### src/rtl/step_debounce.sv
// Step push-button conditioner: sync, debounce FSM, press/release strobes
// and a wrapping press counter, all on the free-running board clock.
module step_debounce #(
  parameter int DEB_CYCLES = 100000,
  parameter int CNT_W      = 17
) (
  input  logic       or_CLK,
  input  logic       Reset,
  input  logic       PB,
  input  logic       Clr,
  output logic       PB_state,
  output logic       PB_down,
  output logic       PB_up,
  output logic [7:0] step_cnt
);

  typedef enum logic [1:0] {
    IDLE,
    PRESS_WAIT,
    HELD,
    RELEASE_WAIT
  } state_t;

  localparam logic [CNT_W-1:0] LP_LAST = CNT_W'(DEB_CYCLES - 1);
  localparam logic [CNT_W-1:0] LP_ONE  = CNT_W'(1);

  logic             r_s1;
  logic             r_s2;
  state_t           r_state;
  state_t           w_state_n;
  logic [CNT_W-1:0] r_cnt;
  logic [CNT_W-1:0] w_cnt_n;
  logic             w_sync;
  logic             w_last;
  logic             w_press;
  logic             w_release;
  logic             r_pb_state;
  logic             r_pb_down;
  logic             r_pb_up;
  logic [7:0]       r_step_cnt;

  assign w_sync = r_s2;
  assign w_last = (r_cnt == LP_LAST);

  always_ff @(posedge or_CLK or negedge Reset) begin
    if (!Reset) begin
      r_s1 <= 1'b0;
      r_s2 <= 1'b0;
    end else begin
      r_s1 <= PB;
      r_s2 <= r_s1;
    end
  end

  // cnt falls back to 0 on any state change, so each wait starts fresh
  always_comb begin
    w_state_n = r_state;
    w_cnt_n   = '0;
    w_press   = 1'b0;
    w_release = 1'b0;
    unique case (r_state)
      IDLE: begin
        if (w_sync) w_state_n = PRESS_WAIT;
      end
      PRESS_WAIT: begin
        if (!w_sync) begin
          w_state_n = IDLE;
        end else if (w_last) begin
          w_state_n = HELD;
          w_press   = 1'b1;
        end else begin
          w_cnt_n = r_cnt + LP_ONE;
        end
      end
      HELD: begin
        if (!w_sync) w_state_n = RELEASE_WAIT;
      end
      RELEASE_WAIT: begin
        if (w_sync) begin
          w_state_n = HELD;
        end else if (w_last) begin
          w_state_n = IDLE;
          w_release = 1'b1;
        end else begin
          w_cnt_n = r_cnt + LP_ONE;
        end
      end
      default: w_state_n = IDLE;
    endcase
  end

  always_ff @(posedge or_CLK or negedge Reset) begin
    if (!Reset) begin
      r_state <= IDLE;
      r_cnt   <= '0;
    end else begin
      r_state <= w_state_n;
      r_cnt   <= w_cnt_n;
    end
  end

  always_ff @(posedge or_CLK or negedge Reset) begin
    if (!Reset) begin
      r_pb_state <= 1'b0;
      r_pb_down  <= 1'b0;
      r_pb_up    <= 1'b0;
      r_step_cnt <= 8'd0;
    end else begin
      r_pb_down <= w_press;
      r_pb_up   <= w_release;
      if (w_press) begin
        r_pb_state <= 1'b1;
      end else if (w_release) begin
        r_pb_state <= 1'b0;
      end
      // clear has priority over a coincident press
      if (Clr) begin
        r_step_cnt <= 8'd0;
      end else if (w_press) begin
        r_step_cnt <= r_step_cnt + 8'd1;
      end
    end
  end

  assign PB_state = r_pb_state;
  assign PB_down  = r_pb_down;
  assign PB_up    = r_pb_up;
  assign step_cnt = r_step_cnt;

endmodule

### config.mk
export PLATFORM = sky130hd
export DESIGN_NAME = step_debounce
export DESIGN_NICKNAME = d
export VERILOG_FILES = /design/src/rtl/step_debounce.sv
export SDC_FILE = /design/constraint.sdc
export NUM_CORES = 1
export LEC_CHECK = 0
export CORE_ASPECT_RATIO = 1.4
export CORE_MARGIN = 5
export CORE_UTILIZATION = 29
export CTS_CLUSTER_SIZE = 16
export DETAILED_ROUTE_END_ITERATION = 6
export HOLD_SLACK_MARGIN = 0.12
export PLACE_DENSITY = 0.57
export SETUP_SLACK_MARGIN = 0.5
export SYNTH_ARGS = -nofsm -noshare
export SYNTH_HDL_FRONTEND = slang
export SYNTH_SLANG_ARGS = --single-unit
### constraint.sdc
create_clock -name or_CLK -period 4.72 [get_ports or_CLK]
set_input_delay 0.472 -clock or_CLK [delete_from_list [all_inputs] [get_ports or_CLK]]
set_output_delay 0.472 -clock or_CLK [all_outputs]
set_load 0.05 [all_outputs]
**Yosys cells after proc, flatten, opt, wreduce, memory -nomap -nowiden**

Index checks and enable logic that the tools add are counted.

- Input bits: 4
- Output and inout port bits: 11
- Flip-flop bits (word level): 32
- Word-level logic and storage cells: 42

- Reductions and logical operators: 4
- Muxes and demuxes: 20
- Eq/ne operators: 8
- $add $sub $neg: 2

Operators by type and width:

| kind | number |
|---|---|
| two-way mux 17 bit | 3 |
| case mux 17 bit (2 select lines) | 1 |
| adder 17 x 1 -> 17 bit, second input constant | 1 |
| equality test 17 bit, second input constant | 1 |
| two-way mux 8 bit | 2 |
| two-way mux 2 bit | 6 |
| adder 8 x 1 -> 8 bit, second input constant | 1 |
| case mux 2 bit (4 select lines) | 1 |
| two-way mux 1 bit | 7 |
| inequality test 3 bit, second input constant | 2 |
| equality test 2 bit, second input constant | 2 |
| inequality test 2 bit, second input constant | 2 |
| AND reduction 4 bit | 1 |
| nonzero test 2 bit | 2 |
| equality test 2 x 1 -> 1 bit, second input constant | 1 |
| zero test 2 bit | 1 |

**Logic depth before layout (Yosys ltp)**

- Depth in word-level cells: 6
- Depth in mapped cells: 7
- Mapped depth without buffers: 5

**Least setup slack after synthesis**

No wires, ideal clock.

- Path type: register to register
- From: register r_cnt[0]
- To: register r_step_cnt[7] (netlist: step_cnt[7])
- Slack: 3.006 ns
- Required time: 4.642 ns
- Stages on the path, launching flop included: 6
- Arrival: 1.636 ns
- Cell sequence: dfrtp_1 > ha_1 > and4_1 > nand4_2 > or4_1 > a21oi_1

- Longest elaborated chain between the ends: 5

Ends and longest elaborated chain:

| item | RTL line | RTL |
|---|---|---|
| from (decl) | 31 | `logic [CNT_W-1:0] r_cnt;` |
| from (signal assigned) | 98 | `r_cnt <= w_cnt_n;` |
| equality test 17 bit | 43 | `assign w_last = (r_cnt == LP_LAST);` |
| two-way mux 1 bit | 68 | `end else if (w_last) begin` |
| two-way mux 1 bit | 66 | `if (!w_sync) begin` |
| two-way mux 1 bit | 61 | `unique case (r_state)` |
| nonzero test 2 bit (no source line) | - |  |
| to (signal assigned) | 120 | `r_step_cnt <= r_step_cnt + 8'd1;` |
| to (decl) | 40 | `logic [7:0] r_step_cnt;` |

Every way passes these cells.
A chain may end at the register's enable or synchronous reset.

**Worst setup path in the final report**

- From: register r_cnt[0]
- To: register r_step_cnt[3] (netlist: step_cnt[3])

The elaborated chain is that of the path after synthesis.

==> impl_summary.log <==
[metrics] Finished Cell Area: 1871 um^2
[metrics] total power per unit cell area: 309.0 nW/um^2
[metrics] starting utilization of the core area: 29.69%
[metrics] largest cells by area after synthesis: sky130_fd_sc_hd__dfrtp_1 52%, sky130_fd_sc_hd__xnor2_1 5.1%, sky130_fd_sc_hd__nor2_1 4.2%
[metrics] CTS sink count: 32
[metrics] height of the die: 95.99 um
[metrics] shortest period the worst path allows: 2.122 ns
[metrics] Post-Place Cells: 224
[metrics] number of global-route vias before repair: 1144
[metrics] total DRC errors in the routed layout: 0
[metrics] required time of the worst setup path: 4.92 ns
[metrics] number of levels the H-tree was split into: 2
[metrics] Min-Delay Path Class: reg2reg
[metrics] cell-by-cell trace of the critical path: ha_1 > and4_1 > nand4_2 > or4_1 > a21oi_1
[metrics] post-CTS resize count: 0
[metrics] number of distinct library cell variants in the gate-level netlist after synthesis: 34
[metrics] worst reg2reg path depth: 5
[metrics] number of nets in the synthesized netlist: 153
[metrics] sw power: 0.1113 mW
[metrics] final clock skew: 0.005786 ns
[metrics] Die X-Extent: 71.42 um
[metrics] max-slew headroom at the worst pin: 66.23%
[metrics] number of stages on the worst setup path: 5
[metrics] DRC violation total after the first TritonRoute iteration: 76
[metrics] Sequential Power Share: 48.1%
[metrics] CTS max path bufs: 2
[metrics] Slowest Stage Delay on Critical Path: 0.62 ns
[metrics] number of buffer and inverter stages on the critical path: 0
[metrics] final setup slack of the worst path: 2.598 ns
[metrics] Area after DPL: 1744 um^2
[metrics] result of the run: completed
[metrics] post-detailed-route count of antenna-violating nets: 0
[metrics] global-route wire length before repair: 5333 um
[metrics] summed negative setup slack over all endpoints: 0 ns
[metrics] slowest cell on the critical path: sky130_fd_sc_hd__or4_1
[metrics] count of endpoints failing setup in the final report: 0
[metrics] critical path peak fanout: 19
[metrics] final non-filler cell total: 232
[metrics] floorplan core area: 5159 um^2
[metrics] Multi-input gate area: 690.7 um^2
[metrics] root cell of the clock tree: sky130_fd_sc_hd__clkbuf_8
[metrics] setup repair after global routing missed its margin: false
[metrics] leading area contributor after synthesis: sky130_fd_sc_hd__dfrtp_1
[metrics] Top delay family on crit path: simple AND/OR/NAND/NOR gates
[metrics] diode count: 0
[metrics] P&R area growth vs syn: 22.14%
[metrics] antenna violations before repair: 0
[metrics] Reg area: 800.8 um^2
[metrics] detailed-route wire length: 2931 um
[metrics] fraction of synthesized cell area taken by the top area cell type: 52.29%
[metrics] fillers: 520
[metrics] reported max-cap violation count: 0
[metrics] reported leakage power: 0.7436 nW
[metrics] worst-case setup slack after placement: 2.606 ns
[metrics] clock latency on the worst-skew pair: 0.28 ns
[metrics] detailed-route wire length per cell: 12.63 um
[metrics] number of detailed-routing iterations run before antenna repair: 4
[metrics] kind of start point of the critical path: flop
[metrics] GRT Total Usage: 10.02%
[metrics] number of top-level pins: 15
[metrics] Int Power: 0.4668 mW
[metrics] total of hold buffers inserted after clock tree synthesis: 0
[metrics] Syn Inst Count: 147
[metrics] total count of hold-check failures in the final report: 0
[metrics] clock tree from TritonCTS: done
[metrics] share of final-layout standard cells stronger than drive strength 1: 7.831%
[metrics] Yosys warning count: 0
[metrics] sw frac: 19.25%
[metrics] Post-synth EDFFs: 0
[metrics] Final HPWL DP: 2002 um
[metrics] worst hold slack across all endpoints: 0.3505 ns
[metrics] hold depth: 0
[metrics] mean instance size in the synthesized netlist: 10.42 um^2
[metrics] clock-pin slew reported for the worst setup and hold paths after clock tree synthesis: 0.07 ns
[metrics] final worst-path cycle share: 44.97%
[metrics] f_max: 0.4712 GHz
[metrics] final slew viol count: 0
[metrics] routability congestion estimate from global placement: 0.7280
[metrics] quantity of I/O buffers inserted on ports: 14
[metrics] endpoint kind of the worst setup timing path: flop
[metrics] post-CTS repair timing setup buffer count: 0
[metrics] die area: 6855 um^2
[metrics] sequential element share of the synthesized area: 52.29%
[metrics] actual slew at the worst max-slew pin: 0.5051 ns
[metrics] std cell rows: 31
[metrics] pin count of the biggest net entering global routing: 33
[metrics] share of flip-flops with an asynchronous set or reset: 100.0%
[metrics] Via density: 4.935
[metrics] dominant synthesized flop cell: sky130_fd_sc_hd__dfrtp_1
[metrics] total power consumption of the routed design: 0.5781 mW
[metrics] clock network fraction of design power: 49.1%
[metrics] post-layout util: 36.26%
[metrics] GRT overflow: 0
[metrics] post-synth design cell area: 1531 um^2
[metrics] category of the critical setup timing path: reg2reg
[metrics] cts bufs inserted: 5
[metrics] combinational group share of total power: 2.8%
[metrics] Worst EP arrival: 2.32 ns
[metrics] FF+latch count, synth: 32
[metrics] Peak supply drop: 0.0001347 V
[metrics] detailed-route via count: 1145
[metrics] Net count, final: 171
==> final timing paths <==
| kind | end | start | slack [ns] |
|---|---|---|---|
| setup / recovery | step_cnt[3]$_DFFE_PN0P_ | r_cnt[0]$_DFF_PN0_ | 2.60 |
| max in group asynchronous | step_cnt[5]$_DFFE_PN0P_ | Reset | 3.83 |
| hold / removal | r_s2$_DFF_PN0_ | r_s1$_DFF_PN0_ | 0.35 |
| hold reg to reg | r_s2$_DFF_PN0_ | r_s1$_DFF_PN0_ | 0.35 |
| setup reg to reg | step_cnt[3]$_DFFE_PN0P_ | r_cnt[0]$_DFF_PN0_ | 2.60 |
| min in group asynchronous | r_cnt[0]$_DFF_PN0_ | Reset | 0.59 |
==> worst reg2reg max path: stages (launching register included) <==
cell and delay (ns):
sky130_fd_sc_hd__dfrtp_1 0.38, sky130_fd_sc_hd__ha_1 0.23, sky130_fd_sc_hd__and4_1 0.26, sky130_fd_sc_hd__nand4_2 0.38, sky130_fd_sc_hd__or4_1 0.63, sky130_fd_sc_hd__a21oi_1 0.16
==> per-layer routing <==
layer  global-route usage [%]  part of all wire, %  vias to the layer above
met5                        0                    0                        -
li1                         -                    -                      564
met2                    17.02                   52                       16
met3                    3.239                  4.3                        2
met1                    11.34                   42                      563
met4                    4.702                 0.99                        0
==> power by group through the flow <==
stage	Clock, mW	Sequential, mW	Combinational [mW]
floorplan	0	0.283	0.00658
global placement	0	0.283	0.0167
global route	0.309	0.278	0.0191
detailed placement	0	0.283	0.0169
finish	0.284	0.278	0.0160
CTS	0.295	0.278	0.0169
==> cell usage after synthesis, drive strengths merged (2+ instances only) <==
| master | instances |
|---|---|
| a21oi | 8 |
| nor4 | 4 |
| nand2 | 5 |
| and3 | 2 |
| or4 | 7 |
| and4bb | 2 |
| o21ai | 2 |
| xor2 | 6 |
| xnor2 | 9 |
| nor2 | 17 |
| nor3 | 5 |
| or2 | 3 |
| ha | 2 |
| nand3 | 12 |
| buf | 3 |
| nand4 | 5 |
| inv | 6 |
| dfrtp | 32 |
| o31ai | 7 |
==> layout make-up <==
type	instances	area share [%]
clock buffer	7	5.151
timing repair buffer	15	7.893
tap	66	4.415
sequential	32	42.81
inverter	6	1.204
clock inverter	1	1.605
multi-input combinational	105	36.92
==> state kept, by name (all words and copies together) (netlist names), named ones only <==
signal / flops
r_s1: 1
PB_state: 1
r_s2: 1
r_cnt: 17
PB_up: 1
step_cnt: 8
r_state: 1
PB_down: 1
==> placed cells by master (no fill, tap or decap) <==
| cell | Yosys | layout |
|---|---|---|
| sky130_fd_sc_hd__a211o_1 | 1 | 1 |
| sky130_fd_sc_hd__a21oi_1 | 8 | 8 |
| sky130_fd_sc_hd__and2_1 | 1 | 1 |
| sky130_fd_sc_hd__and3_1 | 2 | 2 |
| sky130_fd_sc_hd__and4_1 | 1 | 1 |
| sky130_fd_sc_hd__and4bb_1 | 2 | 2 |
| sky130_fd_sc_hd__buf_4 | 0 | 1 |
| sky130_fd_sc_hd__bufinv_16 | 0 | 1 |
| sky130_fd_sc_hd__clkbuf_8 | 0 | 7 |
| sky130_fd_sc_hd__clkdlybuf4s50_1 | 0 | 14 |
| sky130_fd_sc_hd__dfrtp_1 | 32 | 32 |
| sky130_fd_sc_hd__ha_1 | 2 | 2 |
| sky130_fd_sc_hd__inv_1 | 6 | 6 |
| sky130_fd_sc_hd__mux2_1 | 1 | 1 |
| sky130_fd_sc_hd__nand2_1 | 5 | 5 |
| sky130_fd_sc_hd__nand2b_1 | 1 | 1 |
| sky130_fd_sc_hd__nand3_1 | 11 | 11 |
| sky130_fd_sc_hd__nand3_2 | 1 | 1 |
| sky130_fd_sc_hd__nand4_1 | 3 | 3 |
| sky130_fd_sc_hd__nand4_2 | 2 | 2 |
| sky130_fd_sc_hd__nor2_1 | 17 | 17 |
| sky130_fd_sc_hd__nor3_1 | 5 | 5 |
| sky130_fd_sc_hd__nor4_1 | 4 | 4 |
| sky130_fd_sc_hd__nor4b_2 | 1 | 1 |
| sky130_fd_sc_hd__o21ai_0 | 1 | 1 |
| sky130_fd_sc_hd__o21ai_1 | 1 | 1 |
| sky130_fd_sc_hd__o31a_1 | 1 | 1 |
| sky130_fd_sc_hd__o31ai_1 | 7 | 7 |
| sky130_fd_sc_hd__or2_0 | 1 | 1 |
| sky130_fd_sc_hd__or2_1 | 2 | 2 |
| sky130_fd_sc_hd__or3_1 | 1 | 1 |
| sky130_fd_sc_hd__or4_1 | 7 | 7 |
| sky130_fd_sc_hd__or4b_1 | 1 | 1 |
| sky130_fd_sc_hd__xnor2_1 | 9 | 9 |
| sky130_fd_sc_hd__xor2_1 | 6 | 6 |
==> cells by family after synthesis <==
family | after synthesis | synth area share, %
XOR/XNOR | 15 | 8.579
buffers and inverters | 10 | 2.614
multiplexers | 1 | 0.7352
AND/OR/NAND/NOR | 68 | 26.31
flip-flops | 32 | 52.29
adder cells (fa/ha/maj) | 2 | 1.634
AO/OA/AOI/OAI | 19 | 7.843
(Power assumes the default switching activity.)
